### src/rtl/alpha_fade_sequencer.sv
// Foreground color / alpha sequencer feeding the blender: accepts fade commands
// and steps the 3-bit alpha code once every FRAME_DIV frame ticks.
module alpha_fade_sequencer #(
    parameter int FRAME_DIV = 4
) (
    input  logic        i_clk,
    input  logic        i_rst_n,
    input  logic        i_frame_tick,
    input  logic        i_cmd_valid,
    output logic        o_cmd_ready,
    input  logic [1:0]  i_cmd_op,
    input  logic [2:0]  i_cmd_alpha,
    input  logic [11:0] i_cmd_color,
    input  logic        i_abort,
    output logic [11:0] o_fg_color,
    output logic [2:0]  o_fg_alpha,
    output logic        o_busy,
    output logic        o_done
);

    typedef enum logic [1:0] {IDLE, FADE_IN, FADE_OUT} state_t;

    localparam logic [7:0] CNT_LAST = 8'(FRAME_DIV - 1);

    state_t     state;
    logic [7:0] cnt;
    logic [2:0] alpha_step;
    logic       accept;
    logic       at_end;

    assign o_cmd_ready = (state == IDLE) && i_rst_n;
    assign accept      = i_cmd_valid && o_cmd_ready;

    // Endpoint test is on the stepped value, so 7+1 and 0-1 are never committed.
    always_comb begin
        alpha_step = (state == FADE_IN) ? o_fg_alpha + 3'd1 : o_fg_alpha - 3'd1;
        at_end     = (state == FADE_IN) ? (alpha_step == 3'd7) : (alpha_step == 3'd0);
    end

    always_ff @(posedge i_clk or negedge i_rst_n) begin
        if (!i_rst_n) begin
            state      <= IDLE;
            cnt        <= 8'd0;
            o_fg_alpha <= 3'd0;
            o_fg_color <= 12'h000;
            o_busy     <= 1'b0;
            o_done     <= 1'b0;
        end else begin
            o_done <= 1'b0;
            case (state)
                IDLE: begin
                    if (accept) begin
                        o_fg_color <= i_cmd_color;
                        cnt        <= 8'd0;
                        case (i_cmd_op)
                            2'b00: begin
                                if (o_fg_alpha == 3'd7) begin
                                    o_done <= 1'b1;
                                end else begin
                                    state  <= FADE_IN;
                                    o_busy <= 1'b1;
                                end
                            end
                            2'b01: begin
                                if (o_fg_alpha == 3'd0) begin
                                    o_done <= 1'b1;
                                end else begin
                                    state  <= FADE_OUT;
                                    o_busy <= 1'b1;
                                end
                            end
                            2'b10: begin
                                o_fg_alpha <= i_cmd_alpha;
                                o_done     <= 1'b1;
                            end
                            default: o_done <= 1'b1;
                        endcase
                    end
                end
                FADE_IN, FADE_OUT: begin
                    // Abort beats a coincident tick: no step, no done.
                    if (i_abort) begin
                        state  <= IDLE;
                        o_busy <= 1'b0;
                        cnt    <= 8'd0;
                    end else if (i_frame_tick) begin
                        if (cnt == CNT_LAST) begin
                            cnt        <= 8'd0;
                            o_fg_alpha <= alpha_step;
                            if (at_end) begin
                                state  <= IDLE;
                                o_busy <= 1'b0;
                                o_done <= 1'b1;
                            end
                        end else begin
                            cnt <= cnt + 8'd1;
                        end
                    end
                end
                default: begin
                    state  <= IDLE;
                    o_busy <= 1'b0;
                end
            endcase
        end
    end

endmodule
### config.mk
export PLATFORM = sky130hd
export DESIGN_NAME = alpha_fade_sequencer
export DESIGN_NICKNAME = d
export VERILOG_FILES = /design/src/rtl/alpha_fade_sequencer.sv
export SDC_FILE = /design/constraint.sdc
export NUM_CORES = 1
export LEC_CHECK = 0
export ABC_AREA = 1
export CORE_MARGIN = 2
export CORE_UTILIZATION = 52
export CTS_CLUSTER_SIZE = 20
export DETAILED_ROUTE_END_ITERATION = 8
export PLACE_DENSITY = 0.82
export SLEW_MARGIN = 20
export SYNTH_ARGS = -nofsm -noshare
export SYNTH_HDL_FRONTEND = slang
export SYNTH_SLANG_ARGS = --single-unit
### constraint.sdc
create_clock -name i_clk -period 4.55 [get_ports i_clk]
set_input_delay 0.91 -clock i_clk [delete_from_list [all_inputs] [get_ports i_clk]]
set_output_delay 0.91 -clock i_clk [all_outputs]
set_load 0.01 [all_outputs]
==> results of run 1 <==
[where the power goes]
group	switching, mW	internal, mW
combinational	0.378	0.316
sequential	0.0721	0.328
clock	0.0710	0.0343
[final cells by class]
cell class | count | share of cell area [%]
repair buffers | 40 | 20.0
clock buffers | 4 | 1.32
multi-input cells | 138 | 39.4
well taps | 31 | 1.95
flip-flops and latches | 27 | 33.9
inverters | 18 | 3.39
[worst register-to-register path, cell delays in order (launching register included)]
cell and delay (ns):
dfrtp_1 0.43, inv_1 0.08, ha_1 0.30, nand3_2 0.34
nand2_1 0.18, nand3b_1 0.33, inv_1 0.27, o21ai_1 0.15
nand2_1 0.10, nor2_1 0.04
[sequential cells by signal, indices dropped and copies added (netlist names)]
| register | count |
|---|---|
| o_fg_color | 12 |
| state | 2 |
| cnt | 8 |
| o_busy | 1 |
| o_done | 1 |
| o_fg_alpha | 3 |
[stage by stage]
step | total power [mW] | hold slack (ns) | cell area, sq um
after floorplan | 0.832 | 0.467 | 1550
after global placement | 1.06 | 0.468 | 1960
after detailed placement | 1.10 | 0.462 | 1960
after CTS | 1.20 | 0.505 | 1990
after global routing | 1.31 | 0.554 | 1990
final | 1.20 | 0.506 | 1990
[cell families (layout without fill, tap and decap cells)]
| kind of cell | after synthesis | in the layout |
|---|---|---|
| buffers and inverters | 21 | 62 |
| flip-flops | 27 | 27 |
| AO/OA/AOI/OAI | 15 | 15 |
| XOR/XNOR | 2 | 2 |
| AND/OR/NAND/NOR | 101 | 101 |
| adder cells (fa/ha/maj) | 8 | 8 |
| multiplexers | 12 | 12 |
[Yosys cell counts]
cell type / number
a21oi_1: 5
buf_2: 1
buf_6: 1
clkbuf_2: 1
dfrtp_1: 27
fa_1: 1
ha_1: 7
inv_1: 17
inv_2: 1
mux2_2: 12
nand2_1: 54
nand3_1: 19
nand3_2: 1
nand3b_1: 1
nand4_1: 2
nor2_1: 19
nor2_2: 1
nor2_4: 2
nor3_1: 1
nor3b_1: 1
o21a_1: 1
o21ai_0: 7
o21ai_1: 1
o21bai_2: 1
xnor2_1: 1
xor2_1: 1
[final timing paths]
check	depth (start not counted)	start	slack, ns	endpoint
worst max-delay path	4	i_rst_n	1.41	o_cmd_ready
worst min-delay path	2	o_busy	0.51	o_busy
worst max register to register	9	state[1]	2.21	cnt[2]
worst min register to register	2	o_busy	0.51	o_busy
max in group asynchronous	2	i_rst_n	3.13	cnt[1]
min in group asynchronous	1	i_rst_n	0.80	state[0]
[per-layer routing]
layer / track usage, % / routed length [um]
met1: 29.2 / 1500
met2: 40.1 / 1710
met3: 3.74 / 216
met4: 6.49 / 18
met5: 0 / 0
==> results.cfg, run 1 <==
[cells_and_area]
fin_util_pct = 71.0
area_growth_pct = 28.5
layout-drive-gt1-share_pct = 9.69
multi_input_area_sq_um = 785
seqCellArea_sq_um = 676
final_common_cell = nand2_1
layout.nets = 258
fin_cells = 258
diodes = 0
final_cell_mix = nand2_1 (54), clkdlybuf4s50_1 (39), dfrtp_1 (27)
n_fill_cell = 235

[sta]
rsz0062_at_grt = false
setup_ws_ns = 1.41
setup-violations-final = 0
fmax_ghz = 0.318
period_share_pct = 69.1
finalCriticalPeriod_ns = 3.14
hold_viol_final = 0
drv_slew = 0
max_slew_margin_pct = 69.9
setup_tns_ns = 0
tightest_slew_ns = 0.450
fin_skew_ns = 0.0143

[yosys]
synth_compound_area_share_pct = 5.41
synth_top_family_by_area = simple AND/OR/NAND/NOR gates
synth_warnings = 0
ys_seq_elements = 27
synthAdderAreaFrac_pct = 6.95
synth_cell_types = 26
syn_area_per_cell_sq_um = 8.33
synth_top_area_share_pct = 43.6
post_synth_instance_area_sq_um = 1550
synth_xor_area_share_pct = 1.13
ys_seq_area_share_pct = 43.6
yosysTopAreaCell = dfrtp_1
synth_nets = 216
synth_area_leaders = dfrtp_1 (44%), nand2_1 (13%), mux2_2 (8.7%)
muxShareOfSynthArea_pct = 8.72
synthCells = 186
synth-simple-area-share_pct = 28.4

[detailed_routing]
vias = 1370
drtIter0Drc = 98
vias_per_cell = 5.31
routedWlPerCell_um = 13.4
ant_nets = 0
firstDrtPassIters = 6
remaining_drc_errors = 3
drt_wl_total_um = 3450

[clock_tree]
htreeDepth = 1
cts_root_buf = clkbuf_4
tritoncts = built
clockBufferDepth = 2
post-cts-setup-buffers = 0
cts_hold_buf = 0
clock_sinks = 27
cts_resized = 0
clk_latency_ns = 0.33
cts_made_buffers = 3
clk_transition_reported_paths_ns = 0.15

[worst_setup_path]
crit_chain = clkdlybuf4s50_1 > nand2_1 > inv_1 > clkdlybuf4s50_1
cp-end-kind = output port
crit_path_start_kind = input pin
path_delay_family = buffers and inverters
required_ns = 3.64
max_stage_delay_ns = 0.63
cp.arrival_ns = 2.23
cp_slowest_cell = clkdlybuf4s50_1
worst-path-buf-inv = 3
critPathKind = in2out
critPathMaxFanout = 5
cpMostUsedCell = clkdlybuf4s50_1

[floorplan]
core_sq_um = 2810
die_area_sq_um = 3430
start_util_pct = 55.2
io_pins = 40
rows = 19
die_w_um = 58.6
die_h_um = 58.6

[global_route]
grt_first_pass_wirelength_um = 6020
grt-ovfl-total = 0
antenna_found_initial = 0
grt_pass1_vias = 1403
grt_max_degree = 26
grt.total_usage_pct = 22.9

[place]
pre_cts_ws_ns = 1.40
port_buffers = 39
hpwl_um = 2690
gp_congestion = 0.842
placed_cells = 254

[job]
max_cap_violations = 0

[power_and_ir_drop]
power_per_cell_area_nw_per_um2 = 603
leakage_nw = 0.945
ir_drop_uv = 361

[outcome]
violations = design-rule violations
status = complete, but fails checks

[worst_hold_path]
min_path_type = reg2reg
Power figures use the tool's default switching activity.
==> run 2, diff against run 1 <==
--- a/config.mk
+++ b/config.mk
@@ -7,10 +7,10 @@
 export LEC_CHECK = 0
 export ABC_AREA = 1
 export CORE_MARGIN = 2
-export CORE_UTILIZATION = 52
+export CORE_UTILIZATION = 48
 export CTS_CLUSTER_SIZE = 20
 export DETAILED_ROUTE_END_ITERATION = 8
-export PLACE_DENSITY = 0.82
+export PLACE_DENSITY = 0.77
 export SLEW_MARGIN = 20
 export SYNTH_ARGS = -nofsm -noshare
 export SYNTH_HDL_FRONTEND = slang
==> constraint.sdc (replaced) <==
create_clock -name i_clk -period 3 [get_ports i_clk]
set_input_delay 0.6 -clock i_clk [delete_from_list [all_inputs] [get_ports i_clk]]
set_output_delay 0.6 -clock i_clk [all_outputs]
set_load 0.01 [all_outputs]
==> run 2 against run 1 <==
The run now ends clean. Worst setup slack worse by 0.83 ns. Design area up 1.8%. Count of clock-buffer cells in the layout down 1. Via count down 1.4%. Sequential power up 51%. Total power up 51%. Combinational power up 50%. Sequential share of layout area down 0.59 points. Final cell count up 5.8%. Wire length down 1.5%. Critical path type is now reg2out. Critical endpoint unchanged.
==> results.cfg, run 2 (synthesized netlist as in run 1, its figures left out) <==
[outcome]
status = finished, final reports clean

[detailed_routing]
vias_per_cell = 4.95
drt_wl_total_um = 3400
firstDrtPassIters = 4
ant_nets = 0
drtIter0Drc = 72
remaining_drc_errors = 0
routedWlPerCell_um = 12.4
vias = 1351

[clock_tree]
clock_sinks = 27
tritoncts = built
cts_hold_buf = 0
clk_transition_reported_paths_ns = 0.16
cts_made_buffers = 3
clockBufferDepth = 2
htreeDepth = 1
cts_resized = 0
clk_latency_ns = 0.33
post-cts-setup-buffers = 0
cts_root_buf = clkbuf_4

[global_route]
antenna_found_initial = 0
grt_pass1_vias = 1344
grt_max_degree = 18
grt_first_pass_wirelength_um = 5840
grt.total_usage_pct = 21.0
grt-ovfl-total = 0

[power_and_ir_drop]
seqPwrFrac_pct = 33.3
leakage_nw = 0.953
internal_power_mw = 1.03
ir_drop_uv = 433
power_frac_clock_pct = 9.3
power_switching_mw = 0.786
total_power_mw = 1.82
combPwrFrac_pct = 57.4
power_per_cell_area_nw_per_um2 = 897
power.share.switching_pct = 43.3

[sta]
fin_skew_ns = 0.00121
drv_slew = 0
fmax_ghz = 0.412
hold_viol_final = 0
rsz0062_at_grt = false
max_slew_margin_pct = 69.7
period_share_pct = 80.9
setup_ws_ns = 0.574
setup-violations-final = 0
finalCriticalPeriod_ns = 2.43
setup_tns_ns = 0
tightest_slew_ns = 0.454

[worst_setup_path]
cp_slowest_cell = clkdlybuf4s50_1
crit_path_start_kind = flip-flop
cpMostUsedCell = inv_1
critPathKind = reg2out
worst-path-buf-inv = 3
r2r-end = cnt[2]
cp.arrival_ns = 1.83
max_stage_delay_ns = 0.53
reg2reg_from = state[0]
cp-end-kind = output port
ff2ff_path_depth = 8
rrSetupSlack_ns = 0.99
crit_chain = inv_1 > ha_1 > nand2_1 > inv_1 > clkdlybuf4s50_1
path_delay_family = buffers and inverters
critPathMaxFanout = 7
required_ns = 2.40

[place]
pre_cts_ws_ns = 0.481
hpwl_um = 2590
port_buffers = 39
gp_congestion = 0.847
placed_area_sq_um = 2000

[worst_hold_path]
min_from = o_busy
min_path_type = reg2reg
holdPathStages = 2
whs_endpoint = o_busy

[cells_and_area]
design_area_sq_um = 2030
largest_reg_flops = 12
largestRegisters = o_fg_color: 12 flops, cnt: 8 flops, o_fg_alpha: 3 flops
layout-drive-gt1-share_pct = 10.9
area_growth_pct = 30.8
layout.nets = 260
final_cell_mix = nand2_1 (54), clkdlybuf4s50_1 (39), dfrtp_1 (27)
diodes = 0
final_common_cell = nand2_1
top_register = o_fg_color

[floorplan]
rows = 20
core_sq_um = 3050
die_area_sq_um = 3700
start_util_pct = 50.7
die_w_um = 60.8
io_pins = 40
die_h_um = 60.8

[job]
max_cap_violations = 0
run 2: changes by cell type in the layout (fill, tap and decap cells not counted), sizes merged:
cell	delta
clkbuf	-1
buf	+2
clkinvlp	+1
run 2: worst register-to-register path, stage by stage (launching register included):
cell	delay [ns]
dfrtp_1	0.43
inv_1	0.06
ha_1	0.46
nand2_1	0.12
nand3b_1	0.36
inv_1	0.19
o21ai_1	0.17
nand2_1	0.08
nor2_1	0.09
run 2: power groups by stage:
stage,registers (mW),logic (mW),clock network [mW]
floorplan,0.646,0.617,0
detailed placement,0.608,1.04,0
global route,0.626,1.17,0.196
global placement,0.605,1.01,0
CTS,0.604,1.05,0.173
finish,0.605,1.04,0.169
run 2: how the worst max path moves through the flow:
| stage | startpoint | end | slack [ns] | cells after the start |
|---|---|---|---|---|
| 2_1_floorplan | state[1] | o_busy | 1.23 | 14 |
| 3_3_place_gp | i_rst_n | cnt[2] | 0.58 | 9 |
| 3_5_place_dp | i_rst_n | cnt[7] | 0.48 | 9 |
| 4_1_cts | state[0] | o_cmd_ready | 0.55 | 5 |
| 5_1_grt | state[0] | o_cmd_ready | 0.42 | 5 |
| 6_report | state[0] | o_cmd_ready | 0.57 | 5 |
run 2: through the flow:
stage / util (%) / hold WS, ns / std cells
final: 66.4 / 0.498 / 273
after global placement: 65.4 / 0.466 / 269
after detailed placement: 65.4 / 0.464 / 269
after CTS: 66.4 / 0.502 / 273
after global routing: 66.4 / 0.547 / 273
after floorplan: - / 0.304 / 186
run 2: metal layers:
layer  share of wire [%]  track usage (%)  vias up
met5                   0                0        -
met3                 5.0             4.69        5
met4                 1.2             6.52        0
met1                  49             29.4      625
li1                    -                -      686
met2                  44             32.7       35
run 2: final cells by class:
class / count / area (sq um)
fillers: 268 / 1030
flip-flops and latches: 27 / 676
multi-input cells: 138 / 785
clock inverters: 1 / 7.51
clock buffers: 3 / 22.5
well taps: 44 / 55.1
repair buffers: 42 / 413
inverters: 18 / 67.6
==> run 3, diff against run 2 <==
==> constraint.sdc (replaced) <==
create_clock -name i_clk -period 2.3 [get_ports i_clk]
set_input_delay 0.46 -clock i_clk [delete_from_list [all_inputs] [get_ports i_clk]]
set_output_delay 0.46 -clock i_clk [all_outputs]
set_load 0.01 [all_outputs]
==> run 3 against run 2 <==
Sequential power increased by 30%. Register-to-register slack got worse by 0.73 ns. Design area increased by 1.7%. Die area unchanged. Combinational power increased by 39%. Total power increased by 35%. First-iteration DRC count increased by 2.8%. Non-clock buffer count increased by 3. Worst setup slack got worse by 0.47 ns. Clock skew increased by 0.0056 ns. Largest cell class unchanged.
==> results.cfg, run 3 (synthesized netlist as in run 1, its figures left out) <==
[detailed_routing]
vias = 1378
drt_wl_total_um = 3410
remaining_drc_errors = 0
ant_nets = 0
drtIter0Drc = 74
routedWlPerCell_um = 12.4
vias_per_cell = 4.99
firstDrtPassIters = 4

[sta]
max_slew_margin_pct = 80.1
setup_ws_ns = 0.101
fin_skew_ns = 0.00679
finalCriticalPeriod_ns = 2.20
setup_tns_ns = 0
fmax_ghz = 0.455
period_share_pct = 95.6
hold_viol_final = 0
setup-violations-final = 0
drv_slew = 0
tightest_slew_ns = 0.296
hold_ws_ns = 0.498

[worst_hold_path]
min_from = o_busy
min_path_type = reg2reg

[global_route]
grt_first_pass_wirelength_um = 5620
grt-ovfl-total = 0
antenna_found_initial = 0
grt_pass1_vias = 1377
grt_max_degree = 17
grt.total_usage_pct = 20.1

[cells_and_area]
largestRegisters = o_fg_color: 12 flops, cnt: 8 flops, o_fg_alpha: 3 flops
n_fill_cell = 274
final_cell_mix = nand2_1 (54), clkdlybuf4s50_1 (39), dfrtp_1 (27)
area_growth_pct = 33.0
fin_util_pct = 67.5
largest_reg_flops = 12
layout-drive-gt1-share_pct = 12.5
top_register = o_fg_color
final_common_cell = nand2_1
diodes = 0
layout.nets = 263
fin_cells = 276
design_area_sq_um = 2060

[floorplan]
rows = 20
die_w_um = 60.8
start_util_pct = 50.7
die_area_sq_um = 3700
die_h_um = 60.8
io_pins = 40
core_sq_um = 3050

[worst_setup_path]
crit_start = state[0]
cpMostUsedCell = inv_1
cp_slowest_cell = clkdlybuf4s50_1
cp.arrival_ns = 1.74
required_ns = 1.84
critPathMaxFanout = 7
crit_path_start_kind = flip-flop
max_stage_delay_ns = 0.53
crit_chain = inv_1 > ha_4 > nand2_1 > inv_1 > clkdlybuf4s50_1
critPathKind = reg2out
cp-end-kind = output port
reg2reg_from = state[1]

[clock_tree]
clk_latency_ns = 0.33
tritoncts = built
cts_root_buf = clkbuf_4
cts_made_buffers = 3
clock_sinks = 27
htreeDepth = 1
cts_hold_buf = 0
clk_transition_reported_paths_ns = 0.16
clockBufferDepth = 2

[power_and_ir_drop]
power.share.switching_pct = 42.6
leakage_nw = 0.969
power_switching_mw = 1.05
power_per_cell_area_nw_per_um2 = 1190
combPwrFrac_pct = 59.0
seqPwrFrac_pct = 32.2
power_frac_clock_pct = 8.9
internal_power_mw = 1.41
total_power_mw = 2.45
ir_drop_uv = 547

[place]
placed_area_sq_um = 2010
gp_congestion = 0.828
pre_cts_ws_ns = 0.163
placed_cells = 271
port_buffers = 39
hpwl_um = 2700

[outcome]
status = finished, final reports clean

[job]
max_cap_violations = 0
==> run 3: cell count changes in the layout (fill, tap and decap cells not counted), sizes merged <==
cell,delta
buf,+3
==> run 3: what timing repair did <==
item                       in CTS  in global routing
pin swaps                       0                  0
hold endpoints to repair        0                  0
buffers inserted                0                  1
gates resized for setup         1                  1
setup endpoints to repair       1                  1
==> run 3: area by class of cell <==
type	instances	area [sq um]	area share [%]
sequential	27	676	32.8
tap	44	55.1	2.67
timing repair buffer	45	435	21.1
multi-input combinational	138	797	38.7
clock inverter	1	7.51	0.364
inverter	18	67.6	3.28
clock buffer	3	22.5	1.09
==> run 3: power by group through the flow <==
stage | logic [mW] | clock network, mW | registers [mW]
3_3_place_gp | 1.35 | 0 | 0.786
4_1_cts | 1.41 | 0.225 | 0.789
6_report | 1.45 | 0.218 | 0.789
3_5_place_dp | 1.39 | 0 | 0.797
5_1_grt | 1.62 | 0.248 | 0.816
2_1_floorplan | 0.804 | 0 | 0.842
==> run 3: path summary, 6_finish.rpt <==
kind	to	slack, ns	cells past startpoint
max in group asynchronous	cnt[1]	1.55	2
max reg2reg	state[1]	0.26	14
max	o_cmd_ready	0.10	5
min in group asynchronous	state[0]	0.51	2
min reg2reg	o_busy	0.50	2
min	o_busy	0.50	2
==> run 3: per-layer routing <==
| layer | wire, um | global-route usage [%] | up-vias | share of wire [%] |
|---|---|---|---|---|
| li1 | - | - | 690 | - |
| met3 | 246 | 5.33 | 0 | 7.2 |
| met5 | 0 | 0 | - | 0 |
| met4 | 0 | 4.66 | 0 | 0 |
| met2 | 1640 | 35.5 | 37 | 48 |
| met1 | 1530 | 24.5 | 651 | 45 |
==> run 3: critical path, delay by kind of cell, from the launching register on <==
family	cells	cell delay, ns
buffers and inverters	3	0.71
flip-flops	1	0.45
adder cells (fa/ha/maj)	1	0.19
AND/OR/NAND/NOR	1	0.06
==> RTL edit 1: new RTL, settings of run 3 <==
Encoding of `state_t`: now one-hot (3 bits for 3 states).
--- a/src/rtl/alpha_fade_sequencer.sv
+++ b/src/rtl/alpha_fade_sequencer.sv
@@ -18,7 +18,7 @@
     output logic        o_done
 );
 
-    typedef enum logic [1:0] {IDLE, FADE_IN, FADE_OUT} state_t;
+    typedef enum logic [2:0] {IDLE = 3'b001, FADE_IN = 3'b010, FADE_OUT = 3'b100} state_t;
 
     localparam logic [7:0] CNT_LAST = 8'(FRAME_DIV - 1);
 
Behaviour: same outputs for any inputs over 10 cycles, from zero or initial values and one cycle with i_rst_n low; not proved beyond that.
==> RTL edit 1 against run 3 <==
Clock skew is 1.0 ps higher; synthesized area grew 8.3%; sequential power rose by 5.8%; critical path depth decreased by 1; total power up 8.0%; setup slack improved by 11 ps; final area rose by 5.1%; first-iteration DRC count shrank 2.7%; worst hold slack got worse by 6.2 ps; wire length shrank 4.2%; core utilization fell by 2.6 points; count of clock-buffer cells in the layout is 1 higher; sequential cell count is 1 higher.
==> RTL edit 1: results (changes against run 3) <==
[detailed_routing]
wirelength_um=3270  ; -4.2%
drtIter0Drc=72  ; -2.7%
vias_per_cell=4.99  ; about the same
drtPass1Iterations=4  ; unchanged
via_count=1397  ; +1.4%

[finish]
n_antenna_cell=0  ; unchanged
nNetsFinal=262  ; -0.38%
top_regs=o_fg_color (12), cnt (8)
layout-drive-gt1-share=0.192  ; +0.0673
fill_cells=304  ; +11%

[place]
pre_cts_slack_ps=114  ; -48.5 ps
hpwl_um=2530  ; -6.5%
dp_cells=276  ; +1.8%
place.gp.congestion=0.899  ; +8.6%
io_buffers=39  ; unchanged

[logic_synthesis]
synth-seq-area-share=0.418  ; -0.0178
synth_common_cells=nand2_1, dfrtp_1, nand3_1
yosys-top-cells-area=dfrtp_1, nand2_1, mux2_4
avgSynthCellArea_um2=8.83  ; +6.0%
synth_nets=217  ; +0.46%
yosys_warnings=0  ; unchanged
yosys.cell_types.count=26  ; unchanged
synthArstFlopShare=1.00  ; unchanged

[clock_network]
cts-resized-gates=0  ; -1
clockBufferDepth=2  ; unchanged
cts_tree=built
clockRootBuffer=clkbuf_4
clk_pin_slew_worst_paths_ps=140  ; -20 ps
clk_latency_ps=330  ; about the same
postCtsSetupRepairBufs=0  ; unchanged
ctsHoldBuffers=0  ; unchanged
numCtsBuffers=3  ; unchanged
htreeDepth=1  ; unchanged

[setup_path]
critPathLaunch=i_rst_n
max_stage_delay_ps=540
crit_family=buffers and inverters
critPathMaxFanout=2  ; -5
regToRegStartpoint=state[2]
arrival_ps=1730
crit_path_top_delay_cell=clkdlybuf4s50_1

[global_route]
grt_start_max_net_pins=29  ; +12
antenna_found_initial=0  ; unchanged
track_usage=0.184  ; -0.0169
grt_pass1_wl_um=5890  ; +4.8%

[sta]
slew_headroom=0.751  ; -0.0500
fin_skew_ps=7.83  ; +1.04 ps
hold_viol=0  ; unchanged

[power]
p_leak_nw=1.05  ; +8.4%
peakVddDrop_uv=725  ; +32%
switching_share=0.425  ; -0.00109

[hold_path]
min-delay-path-class=register to register
worstHoldStart=o_busy

[status]
outcome=finished, final reports clean

==> RTL edit 1: path summary, 6_finish.rpt <==
path / end / slack, ps / cells after the start
worst max-delay path: o_cmd_ready / 110 / 4
worst min-delay path: o_busy / 490 / 2
worst max register to register: state[2] / 310 / 13
worst min register to register: o_busy / 490 / 2
max in group asynchronous: state[0] / 1430 / 2
min in group asynchronous: o_fg_alpha[1] / 550 / 2
==> RTL edit 1: power by group through the flow <==
stage          registers (mW)  clock network [mW]  logic (mW)
4_1_cts                 0.838               0.249        1.59
3_5_place_dp            0.844                   0        1.59
6_report                0.835               0.242        1.57
2_1_floorplan           0.890                   0       0.995
5_1_grt                 0.866               0.270        1.75
3_3_place_gp            0.843                   0        1.55
==> RTL edit 1: routing by layer <==
layer | part of all wire | track usage
met5 | 0 | 0
met4 | 0.0070 | 0.0500
met3 | 0.072 | 0.0536
met2 | 0.45 | 0.290
met1 | 0.47 | 0.248
==> RTL edit 1: logic make-up (layout without fill, tap and decap cells) <==
| kind of cell | Yosys count | count (layout) | share of synthesized area |
|---|---|---|---|
| AO/OA/AOI/OAI | 15 | 15 | 0.0552 |
| XOR/XNOR | 2 | 2 | 0.0104 |
| adder cells (fa/ha/maj) | 5 | 5 | 0.0418 |
| buffers and inverters | 22 | 66 | 0.0537 |
| flip-flops | 28 | 28 | 0.418 |
| multiplexers | 12 | 12 | 0.103 |
| AND/OR/NAND/NOR | 106 | 106 | 0.318 |
==> RTL edit 1: tightest hold or removal path, delay by kind of cell, from the launching register on <==
family	cells	cell delay, ps
DFF	1	370
and+or+nand+nor	2	100
==> RTL edit 1: cell type report <==
type / instances / area share
multi-input combinational: 140 / 0.409
sequential: 28 / 0.324
timing repair buffer: 41 / 0.187
inverter: 21 / 0.0364
tap: 46 / 0.0266
clock buffer: 4 / 0.0168
==> RTL edit 1: stage by stage <==
stage               hold WS [ps]  instance area (um2)
floorplan                    164                 1680
global route                 535                 2170
CTS                          502                 2170
finish                       492                 2170
global placement             467                 2130
detailed placement           470                 2130
==> RTL edit 2: new RTL, flow settings as in run 3 <==
Without the edit above. Make the reset (`i_rst_n`) synchronous in one clocked block.
--- a/src/rtl/alpha_fade_sequencer.sv
+++ b/src/rtl/alpha_fade_sequencer.sv
@@ -37,7 +37,7 @@
         at_end     = (state == FADE_IN) ? (alpha_step == 3'd7) : (alpha_step == 3'd0);
     end
 
-    always_ff @(posedge i_clk or negedge i_rst_n) begin
+    always_ff @(posedge i_clk) begin
         if (!i_rst_n) begin
             state      <= IDLE;
             cnt        <= 8'd0;
Behaviour: differs if i_rst_n is asserted again (counterexample within 4 cycles, from zero or initial values and one cycle with i_rst_n low); with i_rst_n held inactive, the same outputs for 10 cycles.
==> RTL edit 2 against run 3 <==
Synthesized area grew 1.9%; sequential share of layout area fell by 6.5 points; sequential cell count unchanged; final area shrank 0.30%; non-clock buffer count fell by 2; setup slack gained 150 ps; wire length shrank 8.3%.
Power is not compared: it rests on default switching activity, and its combinational part moved more than twofold at a synthesized area within 25%.
==> RTL edit 2: results (changes against run 3) <==
[status]
outcome=finished, final reports clean

[setup_path]
critPathMaxFanout=3  ; -4
arrival_ps=1590  ; -150 ps

[global_route]
track_usage=0.179  ; -0.0222
grt_use_met1=0.223  ; -0.0224
met2_usage=0.319  ; -0.0357
grt_pass1_wl_um=5090  ; -9.6%
grt_start_max_net_pins=22  ; +5
antenna_found_initial=0  ; unchanged
grt_pass1_vias=1261  ; -8.4%
grt_use_met3=0.0378  ; -0.0155

[logic_synthesis]
yosys_warnings=0  ; unchanged
synthArstFlopShare=0  ; -1.00
synth-seq-area-share=0.343  ; -0.0936
yosys.cell_types.count=28  ; +7.7%
ys.flop_type=dfxtp_1
synth_nets=260  ; +20%
yosys-top-cells-area=dfxtp_1, nand2_1, nand3_1
synth_common_cells=nand2_1, nor2_1, dfxtp_1, inv_1, nand3_1

[power]
peakVddDrop_uv=364
p_leak_nw=0.968

[detailed_routing]
drtIter0Drc=42  ; -43%
drtPass1Iterations=4  ; unchanged
ant_nets=0  ; unchanged
via_count=1455  ; +5.6%
wirelength_um=3130  ; -8.3%

[clock_network]
clockBufferDepth=2  ; unchanged
htreeDepth=1  ; unchanged
postCtsSetupRepairBufs=0  ; unchanged
clockRootBuffer=clkbuf_4
cts-resized-gates=0  ; -1
clk_pin_slew_worst_paths_ps=130  ; -30 ps
numCtsBuffers=3  ; unchanged
clk_latency_ps=320

[sta]
slew_headroom=0.821  ; +0.0205
fin_skew_ps=4.44  ; -2.35 ps

[finish]
n_antenna_cell=0  ; unchanged
nNetsFinal=303  ; +15%
top_regs=o_fg_color (12), cnt (8), o_fg_alpha (3)
layout-drive-gt1-share=0.103  ; -0.0221

[place]
hpwl_um=2540  ; -6.0%
place.gp.congestion=0.861  ; +4.0%
placed_cell_area_mm2=0.00203  ; +0.75%
io_buffers=39  ; unchanged

[hold_path]
min-delay-path-class=register to register

## RTL edit 2: per-stage QoR
stage / std cells / power [mW] / worst slack [ps]
floorplan: 230 / 0.958 / 456
global placement: 312 / 1.15 / 201
detailed placement: 312 / 1.16 / 184
CTS: 316 / 1.36 / 233
global route: 316 / 1.45 / 40.7
finish: 316 / 1.35 / 254
## RTL edit 2: logic make-up after synthesis
logic type | count (synthesis) | synth area share
simple gates | 135 | 0.412
buf+inv | 38 | 0.0960
flops | 27 | 0.343
compound gates | 20 | 0.0706
fa+ha+maj | 8 | 0.0682
xor+xnor | 2 | 0.0111
## RTL edit 2: final timing paths
kind / from / endpoint / slack, ps / depth (start not counted)
setup reg to reg: state[1] / state[0] / 290 / 15
setup / recovery: state[0] / o_cmd_ready / 250 / 5
hold / removal: o_busy / o_busy / 460 / 2
hold reg to reg: o_busy / o_busy / 460 / 2
## RTL edit 2: layer usage
metal / share of wire / vias up
met1: 0.48 / 631
met4: 0.0070 / 0
met3: 0.026 / 2
met2: 0.49 / 17
met5: 0 / -
li1: - / 805
## RTL edit 2: power by group
| part | leakage, nW | switching (mW) | internal (mW) |
|---|---|---|---|
| clock network | 0.0150 | 0.132 | 0.0678 |
| logic | 0.732 | 0.320 | 0.259 |
| registers | 0.221 | 0.0448 | 0.524 |
## RTL edit 2: area by class of cell
type	instances	area, um2
repair buffers	43	420
multi-input cells	165	888
flip-flops and latches	27	541
inverters	33	124
well taps	44	55.1
fillers	295	1020
clock buffers	4	26.3
## RTL edit 2: worst max-delay path, stage by stage (launching register included)
cell and delay [ps]:
dfxtp_1 390, inv_1 70, ha_1 220, nand2_1 80
inv_1 40, clkdlybuf4s50_1 460
